`config.mk`:
```
export PLATFORM = sky130hd
export DESIGN_NAME = rgb_led_scheduler
export DESIGN_NICKNAME = d
export VERILOG_FILES = /design/src/rtl/rgb_led_scheduler.sv
export SDC_FILE = /design/constraint.sdc
export NUM_CORES = 1
export LEC_CHECK = 0
export BUFFER_PORTS_ARGS = -buffer_cell sky130_fd_sc_hd__buf_2
export CAP_MARGIN = 0
export CORE_MARGIN = 2
export CORE_UTILIZATION = 54
export DETAILED_ROUTE_END_ITERATION = 8
export MAX_ROUTING_LAYER = met4
export PLACE_DENSITY_LB_ADDON = 0.1
export REMOVE_ABC_BUFFERS = 1
export SLEW_MARGIN = 20
export SYNTH_ARGS = -nofsm -noshare
export SYNTH_HDL_FRONTEND = slang
export SYNTH_SLANG_ARGS = --single-unit
```
`constraint.sdc`:
```
create_clock -name clk -period 3.4 [get_ports clk]
set_input_delay 0 -clock clk [delete_from_list [all_inputs] [get_ports clk]]
set_output_delay 0 -clock clk [all_outputs]
set_load 0.01 [all_outputs]
```
`src/rtl/rgb_led_scheduler.sv`:
```
// rgb_led_scheduler
//   Shares one RGB LED between NUM_REQ requesters using round-robin
//   arbitration. The winning requester's colour and duration are latched.
//   The LED is then driven for exactly that many prescaled ticks. A one-tick
//   blank gap follows, and then the scheduler arbitrates again.
//
// Ports
//   clk               system clock, all logic on posedge
//   reset             synchronous, active-high reset
//   req   [NUM_REQ]   per-requester request level
//   color [2*NUM_REQ] requester i colour at [2i+1:2i]
//                     00 blank, 01 red, 11 green, 10 blue
//   dur   [DUR_W*NUM_REQ] requester i duration in ticks (0 behaves as 1)
//   abort             ends the current show early (SHOW state only)
//   gnt   [NUM_REQ]   one-hot grant pulse, one cycle
//   done  [NUM_REQ]   one-hot completion pulse, first GAP cycle
//   busy              registered (state != IDLE)
//   red/green/blue    registered LED drives, at most one high
module rgb_led_scheduler #(
    parameter int NUM_REQ    = 4,
    parameter int DUR_W      = 8,
    parameter int PRESCALE_W = 10
) (
    input  logic                     clk,
    input  logic                     reset,
    input  logic [NUM_REQ-1:0]       req,
    input  logic [2*NUM_REQ-1:0]     color,
    input  logic [DUR_W*NUM_REQ-1:0] dur,
    input  logic                     abort,
    output logic [NUM_REQ-1:0]       gnt,
    output logic [NUM_REQ-1:0]       done,
    output logic                     busy,
    output logic                     red,
    output logic                     green,
    output logic                     blue
);

    localparam int PTR_W = (NUM_REQ > 1) ? $clog2(NUM_REQ) : 1;

    localparam logic [1:0] ST_IDLE = 2'd0;
    localparam logic [1:0] ST_SHOW = 2'd1;
    localparam logic [1:0] ST_GAP  = 2'd2;

    localparam logic [NUM_REQ-1:0] ONE_HOT0 = NUM_REQ'(1);

    logic [1:0]            state_reg;
    logic [PTR_W-1:0]      ptr_reg;
    logic [PTR_W-1:0]      owner_reg;
    logic [DUR_W-1:0]      dur_m1_reg;
    logic [PRESCALE_W-1:0] prescale_reg;
    logic [DUR_W-1:0]      tick_cnt_reg;
    logic [NUM_REQ-1:0]    gnt_reg;
    logic [NUM_REQ-1:0]    done_reg;
    logic                  busy_reg;
    logic                  red_reg;
    logic                  green_reg;
    logic                  blue_reg;

    // Per-requester views of the packed colour and duration buses
    logic [1:0]       color_arr [NUM_REQ];
    logic [DUR_W-1:0] dur_arr   [NUM_REQ];

    generate
        for (genvar gi = 0; gi < NUM_REQ; gi++) begin : g_unpack
            assign color_arr[gi] = color[2*gi +: 2];
            assign dur_arr[gi]   = dur[DUR_W*gi +: DUR_W];
        end
    endgenerate

    // Round-robin search starting at ptr+1. The scan runs from the farthest
    // candidate back toward ptr+1, so the nearest set bit is the last one
    // written and therefore the one that wins.
    logic [PTR_W-1:0] winner;
    logic             found;

    always_comb begin
        int               idx;
        logic [PTR_W-1:0] idx_w;
        winner = ptr_reg;
        found  = 1'b0;
        idx    = 0;
        idx_w  = '0;
        for (int k = NUM_REQ; k >= 1; k--) begin
            idx = int'(ptr_reg) + k;
            if (idx >= NUM_REQ) begin
                idx = idx - NUM_REQ;
            end
            idx_w = PTR_W'(idx);
            if (req[idx_w]) begin
                winner = idx_w;
                found  = 1'b1;
            end
        end
    end

    logic tick;
    logic last_tick;

    assign tick      = &prescale_reg;
    assign last_tick = tick && (tick_cnt_reg == dur_m1_reg);

    always_ff @(posedge clk) begin
        if (reset) begin
            state_reg    <= ST_IDLE;
            ptr_reg      <= PTR_W'(NUM_REQ - 1);
            owner_reg    <= '0;
            dur_m1_reg   <= '0;
            prescale_reg <= '0;
            tick_cnt_reg <= '0;
            gnt_reg      <= '0;
            done_reg     <= '0;
            busy_reg     <= 1'b0;
            red_reg      <= 1'b0;
            green_reg    <= 1'b0;
            blue_reg     <= 1'b0;
        end else begin
            gnt_reg  <= '0;
            done_reg <= '0;
            case (state_reg)
                ST_IDLE: begin
                    if (found) begin
                        gnt_reg      <= ONE_HOT0 << winner;
                        ptr_reg      <= winner;
                        owner_reg    <= winner;
                        // Store dur_eff-1 so the terminal compare is direct.
                        // A zero duration behaves as a one-tick show.
                        dur_m1_reg   <= (dur_arr[winner] == '0) ? '0
                                        : dur_arr[winner] - DUR_W'(1);
                        prescale_reg <= '0;
                        tick_cnt_reg <= '0;
                        state_reg    <= ST_SHOW;
                        busy_reg     <= 1'b1;
                        red_reg      <= (color_arr[winner] == 2'b01);
                        green_reg    <= (color_arr[winner] == 2'b11);
                        blue_reg     <= (color_arr[winner] == 2'b10);
                    end else begin
                        busy_reg  <= 1'b0;
                        red_reg   <= 1'b0;
                        green_reg <= 1'b0;
                        blue_reg  <= 1'b0;
                    end
                end
                ST_SHOW: begin
                    // Abort and the final tick share one exit path, so a
                    // coincident pair still produces a single done pulse.
                    if (abort || last_tick) begin
                        state_reg    <= ST_GAP;
                        prescale_reg <= '0;
                        done_reg     <= ONE_HOT0 << owner_reg;
                        red_reg      <= 1'b0;
                        green_reg    <= 1'b0;
                        blue_reg     <= 1'b0;
                    end else begin
                        prescale_reg <= prescale_reg + PRESCALE_W'(1);
                        if (tick) begin
                            tick_cnt_reg <= tick_cnt_reg + DUR_W'(1);
                        end
                    end
                end
                ST_GAP: begin
                    prescale_reg <= prescale_reg + PRESCALE_W'(1);
                    if (tick) begin
                        state_reg <= ST_IDLE;
                        busy_reg  <= 1'b0;
                    end
                end
                default: begin
                    state_reg    <= ST_IDLE;
                    prescale_reg <= '0;
                    tick_cnt_reg <= '0;
                    busy_reg     <= 1'b0;
                    red_reg      <= 1'b0;
                    green_reg    <= 1'b0;
                    blue_reg     <= 1'b0;
                end
            endcase
        end
    end

    assign gnt   = gnt_reg;
    assign done  = done_reg;
    assign busy  = busy_reg;
    assign red   = red_reg;
    assign green = green_reg;
    assign blue  = blue_reg;

endmodule

```
==> results of run 1 <==
layout make-up:
| type | count | area, um2 | share of cell area |
|---|---|---|---|
| timing repair buffer | 62 | 320 | 0.107 |
| multi-input combinational | 236 | 1610 | 0.539 |
| sequential | 44 | 881 | 0.294 |
| clock buffer | 6 | 82.6 | 0.0276 |
| inverter | 5 | 18.8 | 0.00627 |
| tap | 54 | 67.6 | 0.0226 |
| clock inverter | 2 | 10.0 | 0.00334 |
layout by cell type (no fill, tap or decap), drive strengths merged, types with 4 or more instances in the layout:
cell,n
inv,5
a211oi,8
a21oi,18
buf,62
nor3,7
nor3b,9
a22oi,4
xor2,10
xnor2,17
nand4,8
dfxtp,44
o21ai,6
nand2b,4
mux2i,13
or3,5
nand3,5
nand2,27
nor2,44
clkbuf,6
nor4,4
and3,10
ha,6
kinds of logic (layout without fill, tap and decap cells):
family | after synthesis | count (layout) | synth area share
multiplexers | 14 | 14 | 0.0542
flip-flops | 44 | 44 | 0.338
AND/OR/NAND/NOR | 134 | 134 | 0.275
adder cells (fa/ha/maj) | 6 | 6 | 0.0288
buffers and inverters | 16 | 75 | 0.0432
AO/OA/AOI/OAI | 55 | 55 | 0.170
XOR/XNOR | 27 | 27 | 0.0907
per-stage QoR:
stage | setup slack, ps | area, um2 | cells | util
finish | 308 | 2990 | 409 | 0.638
global route | 73.9 | 2990 | 409 | 0.638
CTS | 204 | 2990 | 409 | 0.638
detailed placement | 225 | 2900 | 401 | 0.618
global placement | 382 | 2900 | 401 | 0.618
floorplan | 409 | 2510 | 285 | -
path summary, 6_finish.rpt:
| kind | slack, ps | startpoint | endpoint | cells past startpoint |
|---|---|---|---|---|
| max reg2reg | 310 | ptr_reg[1]$_SDFFE_PP1P_ | dur_m1_reg[7]$_SDFFE_PP0P_ | 12 |
| max | 310 | ptr_reg[1]$_SDFFE_PP1P_ | dur_m1_reg[7]$_SDFFE_PP0P_ | 12 |
| min reg2reg | 460 | blue$_SDFFE_PP0P_ | blue$_SDFFE_PP0P_ | 2 |
| min | 110 | reset | red$_SDFFE_PP0P_ | 2 |
routing by layer:
metal,up-vias,track usage,share of wire
met5,-,-,0
met4,0,0.0626,0.017
met3,9,0.0590,0.038
met2,42,0.372,0.49
met1,1046,0.252,0.45
li1,1159,-,-
power breakdown:
| part | switching (W) | internal, W | total (W) |
|---|---|---|---|
| Combinational | 0.000404 | 0.000318 | 0.000722 |
| Clock | 0.000174 | 0.000162 | 0.000336 |
| Sequential | 0.0000501 | 0.000584 | 0.000634 |
timing repair:
item                                   CTS  global route
gates resized for setup                  0             1
hold buffers                             0             0
setup endpoints to repair                0             3
endpoints found under the hold margin    0             0
setup buffers                            0             0
==> flow_summary.json, run 1 <==
{
  "status": "completed",
  "path_cells": "and2_2, o21bai_1, and3_2, mux2i_1, mux2i_1, inv_1, ha_1, o2111ai_1, a2bb2o_4, nor4b_4, a211oi_1, and3_1",
  "grt_pass1_vias": 2194,
  "vdd_drop_max_mv": 0.319,
  "synthFlopType": "dfxtp_1",
  "wl_per_cell_um": 12.7,
  "clk_latency_ps": 300,
  "grt_pass1_wl_mm": 9.15,
  "place_congestion": 0.817,
  "tightestPinTransition_ps": 465,
  "synth_area_per_cell_um2": 8.80,
  "syn_area_um2": 2610,
  "antennaDiodeCount": 0,
  "clock_skew_ps": 4.19,
  "hold_viol": 0,
  "ys_top_cells_by_count": "dfxtp_1, nor2_1, nand2_1",
  "fin_crit_sh": 0.910,
  "antenna_found_initial": 0,
  "finalSetupViolCount": 0,
  "cts-root-buf": "clkbuf_8",
  "vias_per_cell": 5.52,
  "fin_nets": 407,
  "numCtsBuffers": 5,
  "die_h_um": 73.5,
  "criticalPathCategory": "flop to flop",
  "cp_max_fo": 8,
  "synthArstFlopShare": 0,
  "dieArea_um2": 5400,
  "cts_tree": "yes",
  "path_delay_family": "simple AND/OR/NAND/NOR gates",
  "fillers": 453,
  "grt_max_degree": 24,
  "area_delta_synth_final_pct": 14.9,
  "yosys.area.top_type_share": 0.338,
  "clockBufferDepth": 2,
  "slew-limit-headroom": 0.690,
  "yosys_warnings": 0,
  "max_freq_mhz": 323,
  "cts_max_level": 2,
  "power_w": 0.00169,
  "seq_area_frac_synth": 0.338,
  "synth_area_leader_cell": "dfxtp_1",
  "ant_nets": 0,
  "first_pass_iters": 4,
  "grtUsageTotal": 0.219,
  "end_kind": "flop",
  "cap_violations": 0,
  "ios": 59,
  "drive_gt1_frac": 0.268,
  "wl_mm": 5.20,
  "hp-class": "input port to flop",
  "p_leak_nw": 1.28,
  "largest_reg_flops": 10,
  "ys_seq_elements": 44,
  "slowest_stage": "nor4b_4",
  "clock-sinks": 44,
  "clkTransAtPathRegs_ps": 80,
  "timing.final.crit_period_ps": 3090,
  "core_um2": 4690,
  "whs_ps": 112,
  "ys_types": 57,
  "start_util": 0.555,
  "synth_cells": 296,
  "via_count": 2256,
  "drt_iter0_markers": 98,
  "worstPathRequired_ps": 3600,
  "crit_top_cell": "mux2i_1",
  "maxSlewViolCount": 0,
  "rsz0062_at_grt": "no",
  "synth_edf_count": 0,
  "critPathMaxStageDelay_ps": 380,
  "startpoint_type": "flop",
  "globalRouteOverflowTotal": 0,
  "arrival_ps": 3290,
  "power_density_nw_per_um2": 565,
  "tns_ps": 0,
  "portBuffers": 58,
  "yosys-top-cells-area": "dfxtp_1, nor2_1, xnor2_1",
  "drc_errors": 0,
  "dp_hpwl_mm": 4.01,
  "die_width_um": 73.5,
  "path_buf_inv": 1,
  "num_rows": 25
}
(Power assumes the default switching activity.)
==> run 2, diff against run 1 <==
Settings changed: CORE_UTILIZATION 54 to 50.
==> flow_summary.json, run 2 (synthesized netlist as in run 1, its figures left out) <==
{
  "p_int_w": 0.00104,
  "place_congestion": 0.799,
  "drive_gt1_frac": 0.265,
  "cp-endpoint": "dur_m1_reg[7]$_SDFFE_PP0P_",
  "die_width_um": 76.2,
  "cts_max_level": 2,
  "area_delta_synth_final_pct": 15.4,
  "cts_resized": 0,
  "hp-class": "input port to flop",
  "timing.final.crit_period_ps": 2990,
  "numCtsBuffers": 5,
  "rr_endpoint": "dur_m1_reg[7]$_SDFFE_PP0P_",
  "clkTransAtPathRegs_ps": 80,
  "setup_ws_ps": 410,
  "globalRouteOverflowTotal": 0,
  "post-cts-setup-buffers": 0,
  "final_area_um2": 3010,
  "vias_per_cell": 5.23,
  "antennaDiodeCount": 0,
  "finalSetupViolCount": 0,
  "fin_nets": 407,
  "grt_pass1_wl_mm": 9.18,
  "r2r_cells": 11,
  "cp_max_fo": 10,
  "tns_ps": 0,
  "slowest_stage": "or3_4",
  "worstPathRequired_ps": 3600,
  "dieArea_um2": 5810,
  "drt_iter0_markers": 97,
  "grt_pass1_vias": 2145,
  "ios": 59,
  "drc_errors": 0,
  "cp-startpoint": "ptr_reg[1]$_SDFFE_PP1P_",
  "via_count": 2222,
  "final_common_cell": "buf_2",
  "final_util": 0.593,
  "slew-limit-headroom": 0.671,
  "clock_skew_ps": 5.26,
  "portBuffers": 58,
  "core_um2": 5070,
  "dp_hpwl_mm": 4.05,
  "tightestPinTransition_ps": 493,
  "criticalPathCategory": "flop to flop",
  "wl_per_cell_um": 12.2,
  "maxSlewViolCount": 0,
  "ant_nets": 0,
  "power_density_nw_per_um2": 555,
  "postCtsHoldBufs": 0,
  "startpoint_type": "flop",
  "area.sequential_um2": 881,
  "pwr-share-seq": 0.381,
  "path_cells": "or3_4, o21ai_4, or2_1, mux2i_1, inv_1, ha_1, o2111ai_1, a2bb2o_4, nor4b_4, a211oi_1, and3_1",
  "power_frac_clock": 0.193,
  "p_leak_nw": 1.28,
  "cts-root-buf": "clkbuf_8",
  "fillers": 501,
  "clk_latency_ps": 300,
  "fin_crit_sh": 0.879,
  "r2r_slack_ps": 410,
  "arrival_ps": 3190,
  "wl_mm": 5.19,
  "switching_share": 0.375,
  "antenna_found_initial": 0,
  "first_pass_iters": 4,
  "cap_violations": 0,
  "path_delay_family": "simple AND/OR/NAND/NOR gates",
  "cp_num_cells": 11,
  "start_util": 0.514,
  "hold_viol": 0,
  "die_h_um": 76.2,
  "critPathMaxStageDelay_ps": 410,
  "rsz0062_at_grt": "no",
  "dpl_cell_area_um2": 2920,
  "status": "completed",
  "dp_slack_ps": 408,
  "combPwrFrac": 0.427,
  "largest_reg_flops": 10,
  "p_switching_w": 0.000626,
  "end_kind": "flop",
  "path_buf_inv": 1,
  "multiInputGateArea_um2": 1610,
  "clock-sinks": 44,
  "grtUsageTotal": 0.195,
  "r2r-start": "ptr_reg[1]$_SDFFE_PP1P_",
  "num_rows": 26,
  "clockBufferDepth": 2,
  "grt_max_degree": 24,
  "cts_tree": "yes",
  "max_freq_mhz": 334,
  "mostFrequentLayoutCells": "buf_2, nor2_1, dfxtp_1",
  "vdd_drop_max_mv": 0.295
}
-- run 2: worst min path at each step --
| stage | slack [ps] | cells past startpoint | end | start |
|---|---|---|---|---|
| after floorplan | 70 | 1 | blue$_SDFFE_PP0P_ | reset |
| after global placement | 390 | 1 | done[0] | done[0]$_SDFF_PP0_ |
| after detailed placement | 390 | 1 | gnt[3] | gnt[3]$_SDFF_PP0_ |
| after CTS | 110 | 2 | green$_SDFFE_PP0P_ | reset |
| after global routing | 120 | 2 | green$_SDFFE_PP0P_ | reset |
| final | 110 | 2 | green$_SDFFE_PP0P_ | reset |
-- run 2: cell type report --
| cell class | count | share of cell area |
|---|---|---|
| clock buffer | 5 | 0.0229 |
| clock inverter | 3 | 0.00624 |
| inverter | 5 | 0.00624 |
| multi-input combinational | 236 | 0.536 |
| sequential | 44 | 0.293 |
| tap | 70 | 0.0291 |
| timing repair buffer | 62 | 0.106 |
-- run 2: power groups by stage --
stage	combinational, W	sequential, W	clock, W
after floorplan	0.000542	0.000643	0
after global placement	0.000711	0.000646	0
after detailed placement	0.000713	0.000646	0
after CTS	0.000716	0.000635	0.000335
after global routing	0.000800	0.000644	0.000365
final	0.000712	0.000635	0.000321
-- run 2: per-stage QoR --
stage                     std cells  total power [W]  hold WS [ps]
after floorplan                 285          0.00118          69.1
final                           425          0.00167           113
after global routing            425          0.00181           122
after detailed placement        417          0.00136           394
after global placement          417          0.00136           394
after CTS                       425          0.00169           110
-- run 2: routing by layer --
layer | routed length (um) | up-vias | global-route usage
li1 | - | 1164 | -
met1 | 2500 | 1016 | 0.238
met2 | 2470 | 35 | 0.329
met3 | 163 | 7 | 0.0379
met4 | 60 | 0 | 0.0600
met5 | 0 | - | -
==> run 3, diff against run 2 <==
Settings changed: CORE_UTILIZATION 50 to 24.
==> flow_summary.json, run 3 (synthesized netlist as in run 1, its figures left out) <==
{
  "globalRouteOverflowTotal": 0,
  "power_density_nw_per_um2": 583,
  "core_um2": 10700,
  "grt_pass1_vias": 2248,
  "criticalPathCategory": "flop to flop",
  "drive_gt1_frac": 0.268,
  "cts_max_level": 2,
  "hold_viol": 0,
  "grt_max_degree": 24,
  "first_pass_iters": 4,
  "timing.final.crit_period_ps": 3030,
  "drt_iter0_markers": 77,
  "ios": 59,
  "grtUsageTotal": 0.124,
  "maxSlewViolCount": 0,
  "cts-root-buf": "clkbuf_8",
  "ant_nets": 0,
  "drc_errors": 0,
  "tns_ps": 0,
  "fin_crit_sh": 0.891,
  "fillers": 1177,
  "dp_hpwl_mm": 5.27,
  "postCtsHoldBufs": 0,
  "max_freq_mhz": 330,
  "num_rows": 38,
  "end_kind": "flop",
  "start_util": 0.244,
  "area_delta_synth_final_pct": 20.3,
  "via_count": 2248,
  "grt_pass1_wl_mm": 10.9,
  "slew-limit-headroom": 0.572,
  "rsz0062_at_grt": "no",
  "clkTransAtPathRegs_ps": 90,
  "clockBufferDepth": 2,
  "clk_latency_ps": 300,
  "wl_per_cell_um": 13.5,
  "die_width_um": 108,
  "arrival_ps": 3230,
  "status": "completed",
  "worstPathRequired_ps": 3600,
  "cts_tree": "yes",
  "hp-class": "input port to flop",
  "mostFrequentLayoutCells": "buf_2, nor2_1, dfxtp_1",
  "vdd_drop_max_mv": 0.181,
  "finalSetupViolCount": 0,
  "clock-sinks": 44,
  "p_leak_nw": 1.30,
  "startpoint_type": "flop",
  "largest_reg_flops": 10,
  "dieArea_um2": 11700,
  "cap_violations": 0,
  "cts_resized": 0,
  "antennaDiodeCount": 0,
  "die_h_um": 108,
  "final_util": 0.293,
  "antenna_found_initial": 0,
  "numCtsBuffers": 5,
  "place_congestion": 0.697,
  "post-cts-setup-buffers": 0,
  "fin_nets": 407,
  "cp_max_fo": 7,
  "vias_per_cell": 4.54,
  "portBuffers": 58,
  "final_common_cell": "buf_2",
  "wl_mm": 6.68,
  "tightestPinTransition_ps": 636,
  "clock_skew_ps": 7.24
}
[run 3: cell count changes in the layout (fill, tap and decap cells not counted), sizes merged]
cell / previous run / this run
clkinv: 3 / 0
bufinv: 0 / 1
clkbuf: 5 / 7
[run 3: critical path, stage by stage, from the launching register on]
cell and delay (ps):
dfxtp_1 360, and2_2 210, o21bai_1 210, and3_2 340
mux2i_1 230, mux2i_1 160, inv_1 80, ha_1 210
o2111ai_1 160, a2bb2o_4 260, nor4b_4 390, a211oi_1 130
and3_1 190
[run 3: path summary, 6_finish.rpt]
kind | from | to | slack [ps] | cells after the start
max | ptr_reg[1]$_SDFFE_PP1P_ | dur_m1_reg[7]$_SDFFE_PP0P_ | 370 | 12
min | reset | busy$_SDFFE_PP0P_ | 140 | 2
max reg2reg | ptr_reg[1]$_SDFFE_PP1P_ | dur_m1_reg[7]$_SDFFE_PP0P_ | 370 | 12
min reg2reg | blue$_SDFFE_PP0P_ | blue$_SDFFE_PP0P_ | 460 | 2
[run 3: final cells by class]
type | instances | area, um2 | area share
well taps | 140 | 175 | 0.0559
repair buffers | 62 | 320 | 0.102
flip-flops and latches | 44 | 881 | 0.281
inverters | 5 | 18.8 | 0.00599
multi-input cells | 236 | 1610 | 0.515
clock buffers | 7 | 96.3 | 0.0307
clock inverters | 1 | 30.0 | 0.00958
[run 3: metal layers]
layer  vias up  GRT usage  share of wire
met4         0     0.0302         0.0097
met2        38      0.199           0.46
li1       1157          -              -
met3         5     0.0247          0.040
met1      1048      0.161           0.49
met5         -          -              0
[run 3: power by group]
part | switching (W) | leakage (nW) | internal, W | total, W
logic | 0.000424 | 0.874 | 0.000320 | 0.000744
registers | 0.0000525 | 0.359 | 0.000584 | 0.000636
clock network | 0.000188 | 0.0645 | 0.000260 | 0.000448
total | 0.000665 | 1.30 | 0.00116 | 0.00183
[run 3: stage by stage]
stage	power, W	instance area [um2]	std cells	setup slack [ps]	hold WS (ps)
global route	0.00197	3140	495	61.6	158
detailed placement	0.00140	3010	487	237	393
floorplan	0.00118	2510	285	409	69.1
finish	0.00183	3140	495	369	136
CTS	0.00186	3130	495	216	137
global placement	0.00140	3010	487	329	394
